$ cat src/rtl/seq_serializer_pkg.sv
// Shared definitions for the parallel-to-serial feeder: state encoding and the
// valid/ready transfer qualifier.
`ifndef SEQ_SERIALIZER_XFER
`define SEQ_SERIALIZER_XFER(valid, ready) ((valid) & (ready))
`endif

package seq_serializer_pkg;

    localparam logic [1:0] ST_IDLE  = 2'd0;
    localparam logic [1:0] ST_SHIFT = 2'd1;
    localparam logic [1:0] ST_FULL  = 2'd2;

    // IDLE: nothing held; SHIFT: shifter holds a word; FULL: shifter and buffer both hold words
    typedef enum logic [1:0] {
        S_IDLE  = ST_IDLE,
        S_SHIFT = ST_SHIFT,
        S_FULL  = ST_FULL
    } state_t;

endpackage

$ cat src/rtl/seq_serializer.sv
// Serializes WIDTH-bit words one bit per enabled clock, with a one-word holding
// buffer so back-to-back words stream without an idle bit between them.
module seq_serializer
    import seq_serializer_pkg::*;
#(
    parameter int   WIDTH      = 8,
    parameter bit   MSB_FIRST  = 1'b1,
    parameter logic IDLE_LEVEL = 1'b0
) (
    input  logic             clk,
    input  logic             reset_n,
    input  logic [WIDTH-1:0] din,
    input  logic             din_valid,
    output logic             din_ready,
    input  logic             enable,
    output logic             data_out,
    output logic             bit_valid,
    output logic             frame_start,
    output logic             busy
);

    localparam int             CW       = $clog2(WIDTH + 1);
    localparam logic [CW-1:0]  CNT_FULL = CW'(WIDTH);
    localparam logic [CW-1:0]  CNT_ONE  = CW'(1);

    state_t           state, state_nx;
    logic [WIDTH-1:0] shreg;
    logic [WIDTH-1:0] hbuf;
    logic [CW-1:0]    cnt;
    logic             xfer;
    logic             emit;
    logic             last_bit;
    logic             head;
    logic             load_sh_din;
    logic             load_sh_buf;
    logic             load_buf;

    assign din_ready = (state != S_FULL);
    assign busy      = (state != S_IDLE);
    assign xfer      = `SEQ_SERIALIZER_XFER(din_valid, din_ready);
    assign emit      = (state != S_IDLE) && enable;
    assign last_bit  = emit && (cnt == CNT_ONE);
    assign head      = MSB_FIRST ? shreg[WIDTH-1] : shreg[0];

    always_ff @(posedge clk or negedge reset_n) begin
        if (!reset_n) begin
            state <= S_IDLE;
        end else begin
            state <= state_nx;
        end
    end

    always_comb begin
        state_nx    = state;
        load_sh_din = 1'b0;
        load_sh_buf = 1'b0;
        load_buf    = 1'b0;
        unique case (state)
            S_IDLE: begin
                if (xfer) begin
                    load_sh_din = 1'b1;
                    state_nx    = S_SHIFT;
                end
            end
            S_SHIFT: begin
                // A word arriving with the last bit goes straight into the shifter
                if (last_bit) begin
                    if (xfer) begin
                        load_sh_din = 1'b1;
                    end else begin
                        state_nx = S_IDLE;
                    end
                end else if (xfer) begin
                    load_buf = 1'b1;
                    state_nx = S_FULL;
                end
            end
            S_FULL: begin
                if (last_bit) begin
                    load_sh_buf = 1'b1;
                    state_nx    = S_SHIFT;
                end
            end
            default: state_nx = S_IDLE;
        endcase
    end

    always_ff @(posedge clk or negedge reset_n) begin
        if (!reset_n) begin
            shreg       <= '0;
            hbuf        <= '0;
            cnt         <= '0;
            data_out    <= IDLE_LEVEL;
            bit_valid   <= 1'b0;
            frame_start <= 1'b0;
        end else begin
            bit_valid   <= emit;
            frame_start <= emit && (cnt == CNT_FULL);
            if (emit) begin
                data_out <= head;
            end
            if (load_sh_din) begin
                shreg <= din;
                cnt   <= CNT_FULL;
            end else if (load_sh_buf) begin
                shreg <= hbuf;
                cnt   <= CNT_FULL;
            end else if (emit) begin
                shreg <= MSB_FIRST ? (shreg << 1) : (shreg >> 1);
                cnt   <= cnt - CNT_ONE;
            end
            if (load_buf) begin
                hbuf <= din;
            end
        end
    end

endmodule
$ cat config.mk
export PLATFORM = sky130hd
export DESIGN_NAME = seq_serializer
export DESIGN_NICKNAME = d
export VERILOG_FILES = /design/src/rtl/seq_serializer_pkg.sv /design/src/rtl/seq_serializer.sv
export SDC_FILE = /design/constraint.sdc
export NUM_CORES = 1
export LEC_CHECK = 0
export ABC_AREA = 1
export CORE_MARGIN = 4
export CORE_UTILIZATION = 53
export DETAILED_ROUTE_END_ITERATION = 12
export GPL_TIMING_DRIVEN = 0
export PLACE_DENSITY = 0.75
export SLEW_MARGIN = 20
export SYNTH_ARGS = -nofsm -noshare
export SYNTH_HDL_FRONTEND = slang
export SYNTH_SLANG_ARGS = --single-unit
$ cat constraint.sdc
create_clock -name clk -period 1.75 [get_ports clk]
set_clock_uncertainty 0.2 [all_clocks]
set_input_delay 0.175 -clock clk [delete_from_list [all_inputs] [get_ports clk]]
set_output_delay 0.175 -clock clk [all_outputs]
set_load 0.1 [all_outputs]
======== Word-level counts from Yosys, hierarchy flattened ========
Index checks and enable logic that the tools add are counted.
operators by class
  bitwise logic cells ..................... 1
  reduce and logical (&&, ||, !) cells .... 7
  add/sub/neg operators ................... 1
  mux-type cells .......................... 19
  equal/unequal tests ..................... 9
operator list
  kind                                                                 count
  8-bit two-way mux                                                    3
  4-bit two-way mux                                                    3
  2-bit two-way mux                                                    5
  1-bit two-way mux                                                    6
  2-bit != test (second input constant)                                3
  3-bit != test (second input constant)                                2
  2-bit case mux with 3 select lines                                   1
  4-bit by 1-bit == test with 1-bit output (second input constant)     1
  4-bit == test (second input constant)                                1
  4-bit AND reduction                                                  1
  4-bit by 1-bit subtractor with 4-bit output (second input constant)  1
  1-bit logical AND                                                    3
  3-bit nonzero test                                                   1
  2-bit by 1-bit == test with 1-bit output (second input constant)     1
  2-bit == test (second input constant)                                1
  2-bit logical NOT                                                    1
  1-bit case mux with 2 select lines                                   1
  2-bit nonzero test                                                   1
  1-bit AND                                                            1
word-level totals
  output and inout port bits .............. 5
  logic and storage cells ................. 44
  bits of input ports ..................... 12
  register bits ........................... 25

======== Depth between registers and ports, before layout ========
Gate-level depths: netlist of run 1.
  depth after elaboration ................. 7
  mapped depth ............................ 11
  mapped depth without buffers ............ 10

======== Worst setup path before layout of run 1 ========
Ideal clock, no wire load.
  path type ............................... register -> register
  start ................................... register state[0]
  end ..................................... register state[1]
  cell stages (with the launch flop) ...... 6
  clock period less this slack ............ 1.859 ns
  arrival ................................. 1.503 ns
  setup time .............................. 0.156 ns
  slack ................................... -0.109 ns
  data required time ...................... 1.394 ns
  path buffers ............................ 2
  cell sequence ........................... dfrtp_1 > buf_4 > nor2_2 > buf_2 > inv_1 > o21ai_1
on the way
  elaborated cells between the ends (all ways) .. 15
  classes of those cells .................. eq/ne (7); mux (2); bitwise (1); reduce/logical (5)
RTL lines
  what                                                             RTL line              text
  start: declaration                                               seq_serializer.sv:26  state_t state, state_nx;
  start signal: assignment                                         seq_serializer.sv:49  state <= state_nx;
  2-bit != test *                                                  seq_serializer.sv:38  assign din_ready = (state != S_FULL);
  via din_ready                                                    seq_serializer.sv:14  output logic din_ready,
  1-bit AND (no source line) *                                     --
  3-bit != test (no source line) or 2-bit != test (tied branches)  --
  4-bit AND reduction (no source line) *                           --
The timed path passes the listed nets; every way through them passes the cells marked *.
A chain may end at the register's enable or synchronous reset.

======== Worst setup path in the final report of run 1 ========
  start ................................... register state[1]
  end ..................................... output din_ready
on the way
  word-level cells in the longest chain between the ends .. 1
RTL lines
  what              RTL line
  2-bit != test     seq_serializer.sv:38
  end: declaration  seq_serializer.sv:14
No other way between the ends.

==> metrics.cfg, run 1 <==
[yosys]
yosys_warnings=0
synth_nets=197
synthCells=182
synthDistinctLibCells=23
ys_ff_latch=25
netlist_area_sq_um=1420
postSynthAreaPerCell_sq_um=7.82
yosysSeqAreaShare_pct=44.0

[floorplanning]
core_area_sq_um=2520
die-area_sq_um=3580
start_util_pct=56.4
pin_count=17
row_count=18
die_y_microns=59.8
die_w_microns=59.8

[cells_and_area]
nets=229
nFillCells=224
design_area_sq_um=1800
n_antenna_cell=0
syn2layout_area_growth_pct=26.6
final_util_pct=71.4
drive_gt1_share_pct=23.9

[setup_path]
worstSetupPathType=register to output port
crit_end=din_ready
cp.required_ps=1370
worst_setup_path_start_kind=register
crit_arrival_ps=1420
worstSetupEndpointType=output port
r2r_start=state[0]
reg2reg_depth=9
crit_fanout=4
worst-r2r-setup-slack_ps=40
crit_start=state[1]
r2r-end=shreg[1]

[clock_network]
root_buffer=clkbuf_4
cts_max_level=1
clk_latency_ps=340
cts_tree=yes
clockBufferDepth=2
clock-sinks=25
cts_buffers=3
clk_pin_slew_worst_paths_ps=150

[sta]
hold_viol=0
fin_crit_sh_pct=103
slew_viol_final=0
relSlewSlack_pct=62.0
min_period_ps=1800
worstMarginPinSlew_ps=570
max_clock_freq_ghz=0.557
setup_slack_ps=-45.3
setup_violations=1
fin_setup_tns_ps=-45.3
rsz0062_at_grt=true

[outcome]
violations=setup timing
status=finished with violations

[grt]
gr-total-overflow=0
antenna_found_initial=0
grt_max_degree=26
grt_usage_pct=21.3
grt_pass1_vias=1288
grt_pass1_wl_microns=5720

[power]
p_sw_share_pct=49.6
switching_power_mw=1.58
ir_drop_uv=1390
p_seq_share_pct=31.1
p_int_mw=1.60
power_density_nw_per_um2=1770
comb_power_share_pct=60.2
clockPowerShare_pct=8.8
finalPower_mw=3.18
p_leak_nw=0.959

[drt]
drtIter0Drc=43
via_per_inst=5.37
vias=1305
first_pass_iters=5
wire_per_inst_microns=13.7
ant_nets=0
drc_errors=0
drt_wl_total_microns=3340

[placement]
dp_hpwl_microns=2310
pre_cts_ws_ps=-615
place.gp.congestion=0.818
postPlaceCellArea_sq_um=1640
io_buffers=16

[job]
cap_violations=0

[worst_hold_path]
hp-class=input port to async pin

==> worst min-delay path by stage <==
stage          startpoint  slack (ps)        end
4_1_cts           reset_n         160  bit_valid
3_5_place_dp      reset_n          -4  bit_valid
2_1_floorplan     reset_n        -320  bit_valid
3_3_place_gp      hbuf[3]         250    hbuf[3]
6_report          reset_n         150   shreg[7]
5_1_grt           reset_n         180     cnt[2]
==> Yosys cell counts, drive strengths merged <==
cell	n	area share, %
nor2	9	4.9
nor3	1	0.70
inv	20	5.3
o21ai	2	0.70
a21oi	3	1.8
ha	3	2.6
clkinv	1	0.35
nand4	1	0.44
nand3b	1	0.53
nand3	23	8.1
dfrtp	25	44
nand2	80	24
o211ai	9	4.7
buf	4	2.0
==> cell usage in the layout (no fill, tap or decap) <==
cell type / synthesis / final
a21oi_1: 2 / 2
a21oi_4: 1 / 1
buf_12: 0 / 1
buf_2: 2 / 2
buf_4: 1 / 10
buf_6: 1 / 2
buf_8: 0 / 1
clkbuf_16: 0 / 1
clkbuf_4: 0 / 3
clkdlybuf4s15_2: 0 / 3
clkdlybuf4s50_1: 0 / 10
clkinv_2: 1 / 2
clkinvlp_4: 0 / 1
dfrtp_1: 25 / 25
dlygate4sd3_1: 0 / 1
ha_1: 3 / 2
ha_4: 0 / 1
inv_1: 13 / 11
inv_2: 7 / 8
nand2_1: 73 / 72
nand2_2: 3 / 3
nand2_4: 4 / 5
nand3_1: 23 / 23
nand3b_1: 1 / 1
nand4_1: 1 / 1
nor2_1: 4 / 3
nor2_2: 2 / 2
nor2_4: 2 / 3
nor2_8: 1 / 1
nor3_2: 1 / 1
o211ai_1: 9 / 9
o21ai_1: 2 / 2
==> state kept, by name, indices dropped and copies added (netlist names) <==
signal and cells:
bit_valid 1, cnt 4, data_out 1, frame_start 1
hbuf 8, shreg 8, state 2
==> per-layer routing <==
metal	share of wire [%]	global-route usage (%)	vias to the layer above
li1	-	-	641
met1	43	27.2	616
met2	51	36.0	44
met3	4.7	3.24	4
met4	1.4	7.91	0
met5	0	0	-
==> power groups by stage <==
stage | registers [mW] | logic (mW) | clock network, mW
global placement | 0.979 | 1.64 | 0
floorplan | 1.12 | 1.17 | 0
global route | 1.02 | 2.10 | 0.305
CTS | 0.982 | 1.75 | 0.277
finish | 0.989 | 1.91 | 0.278
detailed placement | 0.991 | 1.69 | 0
==> what timing repair did <==
| item | CTS | global route |
|---|---|---|
| hold buffers | 1 | 0 |
| gates cloned | 0 | 1 |
| gates resized for setup | 26 | 5 |
| endpoints found under the hold margin | 25 | 0 |
| buffers inserted | 4 | 5 |
| endpoints found under the setup margin | 27 | 22 |
| pin swaps | 2 | 4 |
==> worst max-delay path, cell delays in order, from the launching register on <==
cell	delay, ps
dfrtp_1	430
inv_2	100
nor2_4	160
buf_6	120
clkinvlp_4	90
buf_12	170
==> kinds of logic after synthesis <==
logic type      share of synthesized area, %
compound gates                          7.30
buf+inv                                 7.65
simple gates                            38.4
fa+ha+maj                               2.64
flops                                   44.0
==> layout make-up <==
| type | count | area [sq um] | area share (%) |
|---|---|---|---|
| Inverter | 21 | 83.8 | 4.65 |
| Buffer | 4 | 42.5 | 2.36 |
| Clock inverter | 1 | 5.00 | 0.278 |
| Tap cell | 30 | 37.5 | 2.08 |
| Sequential cell | 25 | 626 | 34.7 |
| Clock buffer | 3 | 22.5 | 1.25 |
| Multi-Input combinational cell | 132 | 716 | 39.7 |
| Timing Repair Buffer | 27 | 269 | 14.9 |
==> per-stage QoR <==
step                hold WS, ps  instances
finish                      152        243
global route                184        243
CTS                         163        237
global placement            255        228
detailed placement        -3.69        228
floorplan                  -321        182
Power figures use the tool's default switching activity.
==> inputs of run 2 (changes only) <==
--- a/config.mk
+++ b/config.mk
@@ -8,6 +8,7 @@
 export ABC_AREA = 1
 export CORE_MARGIN = 4
 export CORE_UTILIZATION = 53
+export CTS_BUF_LIST = sky130_fd_sc_hd__clkbuf_8
 export DETAILED_ROUTE_END_ITERATION = 12
 export GPL_TIMING_DRIVEN = 0
 export PLACE_DENSITY = 0.75
==> constraint.sdc (replaced) <==
create_clock -name clk -period 1.8 [get_ports clk]
set_clock_uncertainty 0.2 [all_clocks]
set_input_delay 0.18 -clock clk [delete_from_list [all_inputs] [get_ports clk]]
set_output_delay 0.18 -clock clk [all_outputs]
set_load 0.1 [all_outputs]
==> run 2 against run 1 <==
The flow now finishes without violations. Critical path depth did not move. Clock power rose by 26%. Sequential cell count did not move. Combinational power fell by 3%. Routed wire length rose by 1.4%. Highest routed layer unchanged. Power fell by 0.41%.
==> metrics.cfg, run 2 (synthesized netlist as in run 1, its figures left out) <==
[drt]
wire_per_inst_microns=13.7  ; +0.14%
ant_nets=0  ; unchanged
drc_errors=0  ; unchanged
via_per_inst=5.36  ; -0.24%
drtIter0Drc=43  ; unchanged
first_pass_iters=4  ; -1
vias=1318  ; +1.0%
drt_wl_total_microns=3380  ; +1.4%

[floorplanning]
row_count=18  ; unchanged
die-area_sq_um=3580  ; unchanged
die_w_microns=59.8  ; unchanged
pin_count=17  ; unchanged
die_y_microns=59.8  ; unchanged
core_area_sq_um=2520  ; unchanged
start_util_pct=56.4  ; unchanged

[power]
finalPower_mw=3.17  ; -0.41%
p_leak_nw=0.980  ; +2.2%
ir_drop_uv=1480  ; +6.9%
power_density_nw_per_um2=1730  ; -2.2%

[setup_path]
cp.required_ps=1420  ; +50 ps
crit_fanout=4  ; unchanged
worstSetupPathType=register to output port
worstSetupEndpointType=output port
crit_arrival_ps=1350  ; -70 ps
worst_setup_path_start_kind=register

[sta]
fin_setup_tns_ps=0  ; +45.3 ps
hold_viol=0  ; unchanged
max_clock_freq_ghz=0.577
min_period_ps=1730
holdWs_ps=226  ; +73.9 ps
slew_viol_final=0  ; unchanged
worstMarginPinSlew_ps=563  ; -6.21 ps
rsz0062_at_grt=false
setup_violations=0  ; -1
relSlewSlack_pct=62.4  ; +0.41 points
fin_crit_sh_pct=96.2

[clock_network]
clockBufferDepth=2  ; unchanged
clock-sinks=25  ; unchanged
cts_max_level=1  ; unchanged
cts_buffers=3  ; unchanged
clk_latency_ps=270  ; -70 ps
clk_pin_slew_worst_paths_ps=90  ; -60 ps
root_buffer=clkbuf_8
cts_tree=yes

[cells_and_area]
design_area_sq_um=1830  ; +1.8%
multi_input_area_sq_um=716  ; unchanged
register_area_sq_um=626  ; unchanged
n_antenna_cell=0  ; unchanged
nets=232  ; +1.3%
drive_gt1_share_pct=25.0  ; +1.1 points
layout.cells.non_filler=246  ; +1.2%
reg_top3=hbuf (8), shreg (8), cnt (4)
syn2layout_area_growth_pct=28.9
mostFrequentLayoutCells=nand2_1, dfrtp_1, nand3_1, buf_4, inv_1
layout_commonest_cell=nand2_1
nFillCells=224  ; unchanged

[grt]
antenna_found_initial=0  ; unchanged
grt_pass1_wl_microns=5730  ; +0.23%
gr-total-overflow=0  ; unchanged
grt_max_degree=26  ; unchanged
grt_usage_pct=21.2  ; -0.090 points
grt_pass1_vias=1282  ; -0.47%

[placement]
place_inst=228  ; unchanged
io_buffers=16  ; unchanged
postPlaceCellArea_sq_um=1640  ; unchanged
dp_hpwl_microns=2310  ; unchanged
place.gp.congestion=0.818  ; unchanged

[outcome]
status=completed

[worst_hold_path]
hp-class=input port to async pin

[job]
cap_violations=0  ; unchanged

[run 2: routing by layer]
metal | wire, microns | part of all wire [%] | track usage [%]
met1 | 1470 | 43 | 27.2
met2 | 1700 | 50 | 36.4
met3 | 149 | 4.4 | 3.02
met4 | 66 | 2.0 | 6.65
met5 | 0 | 0 | 0
[run 2: what timing repair did]
item | CTS | global route
endpoints found under the setup margin | 22 | 25
hold endpoints to repair | 25 | 0
resized for setup | 21 | 9
hold buffers | 1 | 0
gates cloned | 0 | 1
pin swaps | 1 | 4
setup buffers | 1 | 11
[run 2: worst paths after layout]
path	slack, ps	end	startpoint	cells after the start
min reg2reg	280	hbuf[1]	hbuf[1]	2
max reg2reg	80	shreg[0]	cnt[1]	11
max	70	din_ready	state[1]	5
min in group clk	260	hbuf[3]	din[3]	3
max in group asynchronous	800	shreg[1]	reset_n	2
min	230	data_out	reset_n	2
[run 2: area by class of cell]
type	instances	share of cell area, %
Tap cell	30	2.05
Timing Repair Buffer	30	15.4
Buffer	4	2.32
Clock buffer	3	2.25
Clock inverter	1	0.273
Sequential cell	25	34.1
Multi-Input combinational cell	132	39.0
Inverter	21	4.57
[run 2: power by group]
part | switching (mW) | internal, mW | leakage, nW
Sequential | 0.159 | 0.809 | 0.314
Combinational | 1.19 | 0.660 | 0.641
Clock | 0.194 | 0.155 | 0.0255
Total | 1.54 | 1.62 | 0.980
[run 2: critical path, cell delays in order (launching register included)]
cell and delay, ps:
dfrtp_1 420, inv_2 110, nor2_4 160, buf_6 120, clkinvlp_4 90, buf_12 170
[run 2: metrics by stage]
stage          setup slack, ps  util [%]
3_3_place_gp              -554      65.0
6_report                  67.5      72.7
3_5_place_dp              -570      64.8
5_1_grt                   2.54      72.7
4_1_cts                  -9.49      67.6
2_1_floorplan             10.0         -
